`src/rtl/hazard_pkg.sv`:
```
// Shared constants and types for the hazard controller.
// Holds the bypass-select encoding, the FSM state encoding and the counter width.
package hazard_pkg;

    localparam logic [1:0] FWD_RF = 2'b00;
    localparam logic [1:0] FWD_MA = 2'b01;
    localparam logic [1:0] FWD_WB = 2'b10;

    localparam int CNT_W = 3;

    typedef enum logic [1:0] {
        ST_IDLE      = 2'd0,
        ST_LOAD_WAIT = 2'd1,
        ST_FLUSH     = 2'd2
    } hz_state_t;

endpackage

```
`src/rtl/hazard_fwd_port.sv`:
```
// Per-source-port bypass compare and select, plus the load-use hit for that port.
// Ports: en (port live), rs, ma_rd/ma_we/ma_is_load, wb_rd/wb_we -> sel, load_hit.
module hazard_fwd_port
    import hazard_pkg::*;
#(
    parameter int REG_AW = 5
) (
    input  logic              en,
    input  logic [REG_AW-1:0] rs,
    input  logic [REG_AW-1:0] ma_rd,
    input  logic              ma_we,
    input  logic              ma_is_load,
    input  logic [REG_AW-1:0] wb_rd,
    input  logic              wb_we
,   output logic [1:0]        sel,
    output logic              load_hit
);

    logic ma_match;
    logic wb_match;
    logic ma_fwd;

    // x0 is hardwired zero, so it never bypasses or hazards.
    assign ma_match = en && (|rs) && (rs == ma_rd) && ma_we;
    assign wb_match = en && (|rs) && (rs == wb_rd) && wb_we;
    // Load data is not ready in MA; that case is a stall, not a bypass.
    assign ma_fwd   = ma_match && !ma_is_load;
    assign load_hit = ma_match && ma_is_load;

    always_comb begin
        sel = FWD_RF;
        priority case (1'b1)
            ma_fwd:   sel = FWD_MA;
            wb_match: sel = FWD_WB;
            default:  sel = FWD_RF;
        endcase
    end

endmodule

```
`src/rtl/hazard_ctrl.sv`:
```
// Pipeline hazard controller: operand bypass selects, load-use stall, redirect flush.
// Ports: clk, rst (async, active-high), EX/MA/WB operand info, redirect -> fwd_sel,
// stall, bubble, flush, busy. Optional HAZARD_STATS_EN adds stall_cnt, flush_cnt,
// loaduse_cnt (32-bit saturating event counters).
module hazard_ctrl
    import hazard_pkg::*;
#(
    parameter int NUM_SRC     = 2,
    parameter int REG_AW      = 5,
    parameter int LOAD_LAT    = 1,
    parameter int FLUSH_DEPTH = 3
) (
    input  logic                      clk,
    input  logic                      rst,
    input  logic                      ex_valid,
    input  logic [NUM_SRC*REG_AW-1:0] ex_rs,
    input  logic [NUM_SRC-1:0]        ex_rs_used,
    input  logic [REG_AW-1:0]         ma_rd,
    input  logic                      ma_we,
    input  logic                      ma_is_load,
    input  logic [REG_AW-1:0]         wb_rd,
    input  logic                      wb_we,
    input  logic                      redirect,
    output logic [2*NUM_SRC-1:0]      fwd_sel,
    output logic                      stall,
    output logic                      bubble,
    output logic                      flush,
    output logic                      busy
`ifdef HAZARD_STATS_EN
,   output logic [31:0]               stall_cnt,
    output logic [31:0]               flush_cnt,
    output logic [31:0]               loaduse_cnt
`endif
);

    // The cycle spent in IDLE (or the redirect cycle) is the first of the
    // sequence, so the wait states only need LAT-1 / DEPTH-1 more cycles;
    // cnt holds the number of extra cycles after the current one.
    localparam int LW_RLD = (LOAD_LAT > 1) ? LOAD_LAT - 2 : 0;
    localparam int FL_RLD = (FLUSH_DEPTH > 1) ? FLUSH_DEPTH - 2 : 0;
    localparam logic [CNT_W-1:0] LW_RELOAD = CNT_W'(LW_RLD);
    localparam logic [CNT_W-1:0] FL_RELOAD = CNT_W'(FL_RLD);
    localparam bit LW_MULTI = (LOAD_LAT > 1);
    localparam bit FL_MULTI = (FLUSH_DEPTH > 1);

    hz_state_t        state, state_nx;
    logic [CNT_W-1:0] cnt, cnt_nx;
    logic [NUM_SRC-1:0] hit;
    logic             load_use;

    for (genvar i = 0; i < NUM_SRC; i++) begin : g_port
        hazard_fwd_port #(
            .REG_AW(REG_AW)
        ) u_port (
            .en        (ex_valid && ex_rs_used[i] && !rst),
            .rs        (ex_rs[i*REG_AW +: REG_AW]),
            .ma_rd     (ma_rd),
            .ma_we     (ma_we),
            .ma_is_load(ma_is_load),
            .wb_rd     (wb_rd),
            .wb_we     (wb_we),
            .sel       (fwd_sel[2*i +: 2]),
            .load_hit  (hit[i])
        );
    end

    assign load_use = |hit;

    always_ff @(posedge clk or posedge rst) begin
        if (rst) begin
            state <= ST_IDLE;
            cnt   <= '0;
        end else begin
            state <= state_nx;
            cnt   <= cnt_nx;
        end
    end

    always_comb begin
        state_nx = state;
        cnt_nx   = cnt;
        stall    = 1'b0;
        bubble   = 1'b0;
        flush    = 1'b0;
        unique case (state)
            ST_IDLE: begin
                if (redirect) begin
                    flush = 1'b1;
                    if (FL_MULTI) begin
                        state_nx = ST_FLUSH;
                        cnt_nx   = FL_RELOAD;
                    end
                end else if (load_use) begin
                    stall  = 1'b1;
                    bubble = 1'b1;
                    if (LW_MULTI) begin
                        state_nx = ST_LOAD_WAIT;
                        cnt_nx   = LW_RELOAD;
                    end
                end
            end
            ST_LOAD_WAIT: begin
                if (redirect) begin
                    flush = 1'b1;
                    if (FL_MULTI) begin
                        state_nx = ST_FLUSH;
                        cnt_nx   = FL_RELOAD;
                    end else begin
                        state_nx = ST_IDLE;
                        cnt_nx   = '0;
                    end
                end else begin
                    stall  = 1'b1;
                    bubble = 1'b1;
                    if (cnt == '0) state_nx = ST_IDLE;
                    else           cnt_nx   = cnt - 1'b1;
                end
            end
            ST_FLUSH: begin
                flush = 1'b1;
                if (redirect) begin
                    if (FL_MULTI) begin
                        cnt_nx = FL_RELOAD;
                    end else begin
                        state_nx = ST_IDLE;
                        cnt_nx   = '0;
                    end
                end else if (cnt == '0) begin
                    state_nx = ST_IDLE;
                end else begin
                    cnt_nx = cnt - 1'b1;
                end
            end
            default: begin
                state_nx = ST_IDLE;
                cnt_nx   = '0;
            end
        endcase
        // Reset must silence the outputs even before the async clear settles.
        if (rst) begin
            stall  = 1'b0;
            bubble = 1'b0;
            flush  = 1'b0;
        end
    end

    assign busy = (state != ST_IDLE) && !rst;

`ifdef HAZARD_STATS_EN
    always_ff @(posedge clk or posedge rst) begin
        if (rst) begin
            stall_cnt   <= '0;
            flush_cnt   <= '0;
            loaduse_cnt <= '0;
        end else begin
            if (stall && (stall_cnt != '1))
                stall_cnt <= stall_cnt + 32'd1;
            if (flush && (flush_cnt != '1))
                flush_cnt <= flush_cnt + 32'd1;
            if ((state == ST_IDLE) && load_use && (loaduse_cnt != '1))
                loaduse_cnt <= loaduse_cnt + 32'd1;
        end
    end
`endif

endmodule

```
`config.mk`:
```
export PLATFORM = sky130hd
export DESIGN_NAME = hazard_ctrl
export DESIGN_NICKNAME = d
export VERILOG_FILES = /design/src/rtl/hazard_pkg.sv /design/src/rtl/hazard_fwd_port.sv /design/src/rtl/hazard_ctrl.sv
export SDC_FILE = /design/constraint.sdc
export NUM_CORES = 1
export LEC_CHECK = 0
export CAP_MARGIN = 15
export CORE_ASPECT_RATIO = 0.75
export CORE_UTILIZATION = 40
export CTS_CLUSTER_DIAMETER = 200
export DETAILED_ROUTE_END_ITERATION = 12
export HOLD_SLACK_MARGIN = 0.05
export PLACE_DENSITY = 0.79
export SLEW_MARGIN = 5
export SYNTH_ARGS = -nofsm -noshare
export SYNTH_HDL_FRONTEND = slang
export SYNTH_SLANG_ARGS = --single-unit
```
`constraint.sdc`:
```
create_clock -name clk -period 2.8 [get_ports clk]
set_input_delay 0.7 -clock clk [delete_from_list [all_inputs] [get_ports clk]]
set_output_delay 0.7 -clock clk [all_outputs]
set_load 0.01 [all_outputs]
```
Word-level counts from Yosys, hierarchy flattened
Index checks and enable logic that the tools add are counted.
Storage, ports and cells
  flip-flop bits (word level): 5
  bits in latches: 0
  memory bits (writable): 0
  ROM bits: 0
  input port bits: 29
  word-level logic and storage cells: 64
  memories: 0
Cells by class
  $add $sub $neg: 1
  multiply operators: 0
  divide/modulo/power cells: 0
  $lt $le $gt $ge: 0
  equal/unequal tests: 9
  shift-type cells: 0
  multiplexer cells: 21
  bitwise gates (word level): 0
  reduce and logical (&&, ||, !) cells: 31
Operators with widths (count)
  equality test 5 bit: 4
  logical AND 1 bit: 19
  two-way mux 2 bit: 8
  OR reduction 5 bit: 2
  two-way mux 3 bit: 3
  two-way mux 1 bit: 6
  one-hot mux 2 bit (3 select lines): 1
  one-hot mux 3 bit (2 select lines): 1
  OR reduction 2 bit: 3
  != test 2 bit (second input constant): 2
  one-hot mux 1 bit (2 select lines): 2
  AND reduction 2 bit: 2
  zero test 3 bit: 1
  != test 3 bit (second input constant): 1
  subtractor 3 x 1 -> 3 bit (second input constant): 1
  equality test 2 x 1 -> 1 bit (second input constant): 1
  equality test 2 bit (second input constant): 1
  zero test 1 bit: 2
  zero test 2 bit: 1
  nonzero test 2 bit: 1

Depth between registers and ports, before layout
Gate-level depths: netlist of run 1.
  depth after elaboration: 11
  gate-level depth with buffers: 7

Modules after synthesis
From an unflattened synthesis of run 1, not the netlist that was laid out.
Unflattened totals
  cell total of the unflattened synthesis: 100
  area total of the unflattened synthesis: 847.1 sq um
By module, submodules not included
  hazard_ctrl: times used 1, cells each 52, area an instance 471.7 sq um, seq. area each 125.1 sq um
  hazard_fwd_port: times used 2, cells each 24, area an instance 187.7 sq um, seq. area each 0.0 sq um

Worst setup path before layout of run 1
No wires, ideal clock.
  kind: input -> output
  start: input ex_rs[0]
  end: output stall
  arrival time: 1.843 ns
  data required time: 2.100 ns
  path slack: 0.257 ns
  stages on the path: 5
  cells stage by stage: or4_4 -> o2111ai_1 -> o41ai_1 -> o21bai_1 -> buf_4
Between the ends
  longest elaborated chain between the ends: 10
Ends and longest elaborated chain
  start: declaration: line hazard_ctrl.sv:16  | input logic [NUM_SRC*REG_AW-1:0] ex_rs,
  OR reduction 5 bit: line hazard_fwd_port.sv:24  | assign ma_match = en && (|rs) && (rs == ma_rd) && ma_we;
  logical AND 1 bit: line hazard_fwd_port.sv:24
  logical AND 1 bit (*) (2 in series): line hazard_fwd_port.sv:24
  logical AND 1 bit (*): line hazard_fwd_port.sv:28  | assign load_hit = ma_match && ma_is_load;
  OR reduction 2 bit (*): line hazard_ctrl.sv:67  | assign load_use = |hit;
  two-way mux 1 bit (*) (2 in series)
  one-hot mux 1 bit (2 select lines) (*)
  two-way mux 1 bit (*)
  end: declaration: line hazard_ctrl.sv:25  | output logic stall,
Every way passes the cells marked *; elsewhere a longest branch is shown, timed or not.

Worst setup path in the final report of run 1
  start: input ma_rd[4]
  end: output bubble
Between the ends
  longest elaborated chain between the ends: 9
Ends and longest elaborated chain
  start: declaration: line hazard_ctrl.sv:18  | input logic [REG_AW-1:0] ma_rd,
  equality test 5 bit: line hazard_fwd_port.sv:24
  logical AND 1 bit (2 in series): line hazard_fwd_port.sv:24
  logical AND 1 bit: line hazard_fwd_port.sv:28
  OR reduction 2 bit (*): line hazard_ctrl.sv:67
  two-way mux 1 bit (*): line hazard_ctrl.sv:93  | end else if (load_use) begin
  two-way mux 1 bit (*): line hazard_ctrl.sv:87  | if (redirect) begin
  one-hot mux 1 bit (2 select lines) (*): line hazard_ctrl.sv:85  | unique case (state)
  two-way mux 1 bit (*): line hazard_ctrl.sv:140  | if (rst) begin
  end: declaration: line hazard_ctrl.sv:26  | output logic bubble,
Marked as above.

==> impl_summary.txt, run 1 <==
----------------------------------------------------
[Synth]
  Main combinational cell family by area after synthesis ... simple AND/OR/NAND/NOR gates
  Share of synthesized area spent on multiplexers ... 0%
  Number of enable-type register cells in the synthesized netlist ... 0
  Synthesized area per cell ... 7.99 sq um
  Leading post-synthesis cells by instance count ... sky130_fd_sc_hd__xnor2_1 (10), sky130_fd_sc_hd__xor2_1 (10), sky130_fd_sc_hd__inv_1 (7)
  Synth cell types ... 34
  Area fraction of the dominant cell type after synthesis ... 16.0%
  Post-Synth XOR/XNOR Area ... 22.4%
  Post-synthesis net count ... 133
  Post-synth top area cell ... sky130_fd_sc_hd__dfrtp_1
  Ranking of synthesized cells by area ... sky130_fd_sc_hd__dfrtp_1 (16%), sky130_fd_sc_hd__xnor2_1 (11%), sky130_fd_sc_hd__xor2_1 (11%), sky130_fd_sc_hd__ha_1 (9.6%), sky130_fd_sc_hd__nand4_1 (4.0%)
  Post-synthesis register bit count ... 5
  Post-synthesis share of cell area spent on and, or, nand and nor gates ... 25.2%
  Number of cells produced by synthesis ... 98
  Compound-Gate Fraction of Synth Area ... 19.6%
  Proportion of synthesized flip-flops having asynchronous set or reset ... 100%
  Adder-Cell Fraction of Synth Area ... 9.58%
  Ys flop type ... sky130_fd_sc_hd__dfrtp_1
  Netlist Area Pre-Place ... 783 sq um
  Sequential share of the synthesized area ... 16.0%
  Warnings, synthesis ... 0

[Clocking]
  Clock-pin transition on the worst setup and hold timing paths ... 0.04 ns
  CTS root buf ... sky130_fd_sc_hd__clkbuf_4
  Latest clock arrival within the worst-skew pair ... 0.25 ns
  Cts hold-fix bufs ... 0
  CTS Buf Count ... 3
  Clk buf depth ... 2
  Clock tree from TritonCTS ... built
  Maximum level of the CTS H-tree ... 1
  Number of sinks driven by the clock tree ... 5

[Final layout]
  Number of diodes ... 0
  Final-stage net count ... 198
  Final instance count without filler cells ... 184
  Summed area of non-filler cells in the final layout ... 1450 sq um
  Relative area change from synthesis to final layout ... 85.5%
  Fraction of final layout cells with drive strength greater than 1 ... 34.6%
  Final core occ ... 81.2%

[Placed design]
  Final Wtd Congestion ... 0.911
  Detailed-placement wirelength estimate ... 2.49 mm
  Placement-stage cell area ... 1340 sq um
  # port buffers ... 36
  Placed cell count ... 177

[Die]
  Floorplan row count ... 13
  Height of the die ... 40.3 um
  # IOs ... 37
  Core ar. ... 1790 sq um
  Initial core utilization ... 43.8%
  Width of the chip ... 53.1 um
  Die outline area ... 2140 sq um

[Timing]
  Number of hold violations in the final report ... 0
  Clock skew ... 0.00168 ns
  Fin crit period ... 2.79 ns
  Post-route fraction of the period consumed by the critical path ... 99.6%
  Worst slew margin relative to its limit ... 80.5%
  Final hold slack ... 0.577 ns
  Maximum operating frequency ... 359 MHz
  Setup violation total in the final timing report ... 0
  Final Max Slew Viols ... 0
  Transition time at the pin with the least slew margin ... 0.289 ns

[GRT]
  Number of antenna violations at the first check in global routing ... 0
  Largest net degree at the start of global routing ... 8
  Aggregate global routing overflow ... 0
  First-pass GRT wire length ... 4.55 mm
  Number of global-route vias before repair ... 956
  Tot GR Track Use ... 31.9%

[Setup path]
  Reg-to-reg critical path startpoint ... state[1]
  Data arrival time of the critical path ... 2.09 ns
  Setup CP Type ... primary input to primary output
  Maximum net fanout on the critical path ... 2
  Startpoint kind of the worst setup timing path ... primary input
  Critical Path RT ... 2.10 ns
  Crit. End Element ... primary output
  Worst setup startpoint ... ma_rd[4]

[Power and ir drop]
  Leakage component of the power ... 0.000672 uW
  Largest voltage drop on the vdd net ... 0.557 mV
  Total chip power ... 588 uW
  Total power divided by cell area ... 405 nW/um^2

[Worst hold path]
  Hold Crit Class ... flop to flop
  Hold_sp ... cnt[2]

[Drt]
  Total number of vias ... 1036
  Remaining DRCs ... 0
  Iteration-0 DRC count of the detailed router ... 29
  Drt first pass iters ... 4
  Via count normalized by instance count ... 5.63
  DR WL/cell ... 17.3 um
  Wirelength, routed ... 3.17 mm
  Residual antenna-violating net count after detailed routing ... 0

[Flow run]
  Number of max-cap violations ... 0

[Status]
  Result of the run ... completed

----------------------------------------------------
==> flip-flops by register name, summed over array words and instances, names as in the netlist <==
register,cells
cnt,3
state,2
==> per-layer routing <==
metal	global-route usage, %	vias to the layer above	routed length [um]
met5	0	-	0
met2	54.1	43	1570
met1	39.8	497	1360
li1	-	490	-
met4	8.55	0	42
met3	9.85	6	195
==> kinds of logic (layout without fill, tap and decap cells) <==
| kind of cell | after synthesis | in the layout |
|---|---|---|
| adder cells (fa/ha/maj) | 6 | 6 |
| buffers and inverters | 12 | 76 |
| XOR/XNOR | 20 | 20 |
| flip-flops | 5 | 5 |
| AO/OA/AOI/OAI | 23 | 23 |
| AND/OR/NAND/NOR | 32 | 32 |
==> area by class of cell <==
type / instances / area (sq um)
tap: 22 / 27.5
fill: 115 / 337
clock buffer: 4 / 26.3
inverter: 7 / 26.3
sequential: 5 / 125
timing repair buffer: 65 / 543
multi-input combinational: 81 / 704
==> worst max-delay path, stage by stage <==
cell	delay [ns]
sky130_fd_sc_hd__dlygate4sd2_1	0.32
sky130_fd_sc_hd__xnor2_4	0.23
sky130_fd_sc_hd__o2111ai_4	0.14
sky130_fd_sc_hd__o41ai_2	0.37
sky130_fd_sc_hd__o21bai_4	0.19
sky130_fd_sc_hd__buf_6	0.12
==> placed cells by master (no fill, tap or decap), types with 2 or more instances in the layout <==
cell,instances
sky130_fd_sc_hd__dlymetal6s2s_1,2
sky130_fd_sc_hd__dlygate4sd2_1,13
sky130_fd_sc_hd__dfrtp_1,5
sky130_fd_sc_hd__a22o_1,2
sky130_fd_sc_hd__clkdlybuf4s15_1,4
sky130_fd_sc_hd__nor3b_1,2
sky130_fd_sc_hd__a21oi_1,3
sky130_fd_sc_hd__o22ai_1,2
sky130_fd_sc_hd__inv_1,6
sky130_fd_sc_hd__nand3_1,2
sky130_fd_sc_hd__o21ai_0,6
sky130_fd_sc_hd__nand4_1,5
sky130_fd_sc_hd__xnor2_1,7
sky130_fd_sc_hd__buf_4,27
sky130_fd_sc_hd__nor2_1,6
sky130_fd_sc_hd__buf_6,4
sky130_fd_sc_hd__nand2_1,4
sky130_fd_sc_hd__clkdlybuf4s50_1,7
sky130_fd_sc_hd__a211oi_1,2
sky130_fd_sc_hd__nor4_2,2
sky130_fd_sc_hd__clkbuf_2,3
sky130_fd_sc_hd__and4_1,2
sky130_fd_sc_hd__clkbuf_4,3
sky130_fd_sc_hd__or4_4,2
sky130_fd_sc_hd__o21a_1,2
sky130_fd_sc_hd__xor2_1,10
sky130_fd_sc_hd__ha_1,6
sky130_fd_sc_hd__xnor2_2,2
sky130_fd_sc_hd__buf_2,4
==> path summary, 6_finish.rpt <==
kind / end / slack [ns] / cells past startpoint
worst max-delay path: bubble / 0.01 / 6
worst min register to register: cnt[2] / 0.58 / 2
worst max register to register: state[1] / 1.07 / 7
max in group asynchronous: cnt[2] / 2.06 / 3
min in group asynchronous: cnt[0] / 0.63 / 3
worst min-delay path: cnt[2] / 0.58 / 2
==> power by group <==
part,total (uW),internal (uW),switching (uW),leakage (uW)
Sequential,113,91.6,21.4,0.0000654
Clock,87.4,54.1,33.3,0.0000150
Combinational,388,189,199,0.000592
Total,588,335,254,0.000672
==> what timing repair did <==
| action | CTS | global route |
|---|---|---|
| gates resized for setup | 65 | 13 |
| endpoints found under the hold margin | 0 | 0 |
| pin swaps | 12 | 13 |
| buffers inserted | 2 | 1 |
| setup endpoints to repair | 7 | 6 |
==> through the flow <==
step                      setup WS (ns)  setup TNS [ns]
after floorplan                   0.257               0
after global placement           -0.665           -3.11
after detailed placement         -0.704           -3.66
after CTS                       -0.0739         -0.0739
after global routing            -0.0337         -0.0662
final                            0.0113               0
(Power assumes the default switching activity.)
==> run 2, diff against run 1 <==
ABC_AREA = 1   (was unset)
CORE_UTILIZATION = 35   (was 40)
GPL_TIMING_DRIVEN = 0   (was unset)
PLACE_DENSITY = 0.67   (was 0.79)
==> impl_summary.txt, run 2 <==
----------------------------------------------------
[Final layout]
  Highest-count cells in the layout ignoring fill and taps ... sky130_fd_sc_hd__nand2_1 (50), sky130_fd_sc_hd__inv_1 (24), sky130_fd_sc_hd__nor2_1 (18), sky130_fd_sc_hd__dlygate4sd2_1 (16), sky130_fd_sc_hd__nand3_1 (9)
  Number of diodes ... 0
  Summed area of non-filler cells in the final layout ... 1410 sq um
  Largest Register ... cnt
  Number of flip-flops in the largest register ... 3
  Commonest non-fill, non-tap cell in the layout ... sky130_fd_sc_hd__nand2_1
  Largest registers ... cnt x3, state x2
  Final-stage net count ... 246
  Relative area change from synthesis to final layout ... 52.4%
  Fraction of final layout cells with drive strength greater than 1 ... 17.6%
  Final instance count without filler cells ... 244
  Final core occ ... 58.8%

[Placed design]
  Final Wtd Congestion ... 0.871
  # port buffers ... 36
  Placed cell count ... 235
  Placement-stage cell area ... 1330 sq um
  Detailed-placement wirelength estimate ... 2.33 mm

[Timing]
  Number of hold violations in the final report ... 0
  Transition time at the pin with the least slew margin ... 0.291 ns
  Post-route fraction of the period consumed by the critical path ... 97.7%
  Setup violation total in the final timing report ... 0
  Worst slew margin relative to its limit ... 80.6%
  Final Max Slew Viols ... 0
  Setup repair after global routing missed its margin ... no
  Fin crit period ... 2.74 ns
  Maximum operating frequency ... 366 MHz
  Clock skew ... 0.000462 ns
  Sum of negative setup slack ... 0 ns

[Setup path]
  Largest stage delay, worst path ... 0.55 ns
  Critical Path RT ... 2.10 ns
  Maximum net fanout on the critical path ... 6
  Cell count along the critical path ... 4
  Data arrival time of the critical path ... 2.04 ns
  Family of cells with the greatest summed delay on the critical path ... buffers and inverters
  Crit. End Element ... primary output
  Most Frequent Cell on Critical Path ... sky130_fd_sc_hd__clkdlybuf4s50_1
  CP cell instances ... clkdlybuf4s50_1, inv_1, a21oi_1, clkdlybuf4s50_1
  Slowest cell on the critical path ... sky130_fd_sc_hd__clkdlybuf4s50_1
  Startpoint kind of the worst setup timing path ... primary input
  Setup CP Type ... primary input to primary output
  Cell depth of the worst flop-to-flop path ... 6
  Buffer and inverter count on the worst path ... 3

[Clocking]
  CTS Buf Count ... 3
  Clock-pin transition on the worst setup and hold timing paths ... 0.04 ns
  Cts hold-fix bufs ... 0
  Maximum level of the CTS H-tree ... 1
  Latest clock arrival within the worst-skew pair ... 0.24 ns
  Clk buf depth ... 2
  CTS root buf ... sky130_fd_sc_hd__clkbuf_4
  Number of sinks driven by the clock tree ... 5
  Clock tree from TritonCTS ... built

[Synth]
  Top-count cell post-synth ... sky130_fd_sc_hd__nand2_1
  Leading post-synthesis cells by instance count ... sky130_fd_sc_hd__nand2_1 (52), sky130_fd_sc_hd__inv_1 (29), sky130_fd_sc_hd__nor2_1 (20)
  Synthesized area per cell ... 5.62 sq um
  Proportion of synthesized flip-flops having asynchronous set or reset ... 100%
  Sequential share of the synthesized area ... 13.5%
  Area fraction of the dominant cell type after synthesis ... 21.1%
  Netlist Area Pre-Place ... 927 sq um
  Number of enable-type register cells in the synthesized netlist ... 0
  Number of cells produced by synthesis ... 165
  Post-synth top area cell ... sky130_fd_sc_hd__nand2_1
  Post-synthesis register bit count ... 5
  Ys flop type ... sky130_fd_sc_hd__dfrtp_1
  Post-synthesis net count ... 200
  Synth cell types ... 21
  Warnings, synthesis ... 0
  Ranking of synthesized cells by area ... sky130_fd_sc_hd__nand2_1 (21%), sky130_fd_sc_hd__dfrtp_1 (13%), sky130_fd_sc_hd__inv_1 (12%), sky130_fd_sc_hd__ha_1 (8.1%), sky130_fd_sc_hd__nor2_1 (8.1%)

[Power and ir drop]
  Total chip power ... 561 uW
  Total power divided by cell area ... 397 nW/um^2
  Largest voltage drop on the vdd net ... 0.304 mV
  Leakage component of the power ... 0.000801 uW

[GRT]
  Largest net degree at the start of global routing ... 8
  Tot GR Track Use ... 21.6%
  First-pass GRT wire length ... 4.41 mm
  Number of antenna violations at the first check in global routing ... 0
  Aggregate global routing overflow ... 0
  Number of global-route vias before repair ... 967

[Die]
  Width of the chip ... 61.4 um
  Floorplan row count ... 15
  Initial core utilization ... 38.6%
  Die outline area ... 2860 sq um
  Core ar. ... 2400 sq um
  # IOs ... 37
  Height of the die ... 46.6 um

[Drt]
  Via count normalized by instance count ... 4.68
  Iteration-0 DRC count of the detailed router ... 72
  Wirelength, routed ... 2.81 mm
  Total number of vias ... 1142
  DR WL/cell ... 11.5 um
  Remaining DRCs ... 0
  Drt first pass iters ... 4
  Residual antenna-violating net count after detailed routing ... 0

[Worst hold path]
  Hold Crit Class ... flop to flop
  Cell count of the worst hold path ... 2

[Flow run]
  Number of max-cap violations ... 0

[Status]
  Result of the run ... completed

----------------------------------------------------
run 2: worst paths after layout:
kind	startpoint	endpoint	slack (ns)
worst min register to register	cnt[1]	cnt[1]	0.49
max in group asynchronous	rst	state[1]	2.15
min in group asynchronous	rst	cnt[2]	0.53
worst min-delay path	cnt[1]	cnt[1]	0.49
worst max register to register	state[1]	cnt[1]	1.32
worst max-delay path	redirect	flush	0.06
run 2: worst register-to-register path: stages, from the launching register on:
cell,delay [ns]
sky130_fd_sc_hd__dfrtp_1,0.36
sky130_fd_sc_hd__inv_1,0.11
sky130_fd_sc_hd__ha_1,0.34
sky130_fd_sc_hd__nand2_1,0.12
sky130_fd_sc_hd__o31ai_4,0.29
sky130_fd_sc_hd__nand2_1,0.08
sky130_fd_sc_hd__o31ai_1,0.08
run 2: final cells by class:
type,count,area [sq um]
fill,273,990
tap,34,42.5
timing repair buffer,42,394
inverter,31,116
sequential,5,125
clock buffer,4,26.3
multi-input combinational,126,693
buffer,2,15.0
run 2: kinds of logic after synthesis:
| kind of cell | synth area share, % |
|---|---|
| compound gates | 15.7 |
| xor+xnor | 7.56 |
| fa+ha+maj | 8.10 |
| buf+inv | 15.0 |
| flops | 13.5 |
| simple gates | 40.2 |
run 2: layer usage:
metal	track usage (%)	wire, um	vias to the layer above
li1	-	-	605
met1	33.6	1400	487
met2	29.6	1120	50
met3	7.87	287	0
met4	0	0	0
met5	0	0	-
run 2: through the flow:
step	hold slack, ns	setup slack, ns
CTS	0.491	0.00672
global route	0.532	0.00667
detailed placement	0.482	-0.549
finish	0.489	0.0640
floorplan	0.452	0.599
global placement	0.477	-0.525
run 2: where the power goes:
part / internal [uW] / switching [uW]
Combinational: 145 / 206
Clock: 53.9 / 29.9
Sequential: 101 / 24.9
run 2: repair_timing:
| action | 4_1_cts | 5_1_grt |
|---|---|---|
| setup buffers | 5 | 1 |
| endpoints found under the setup margin | 7 | 6 |
| pin swaps | 7 | 12 |
| gates resized for setup | 42 | 22 |
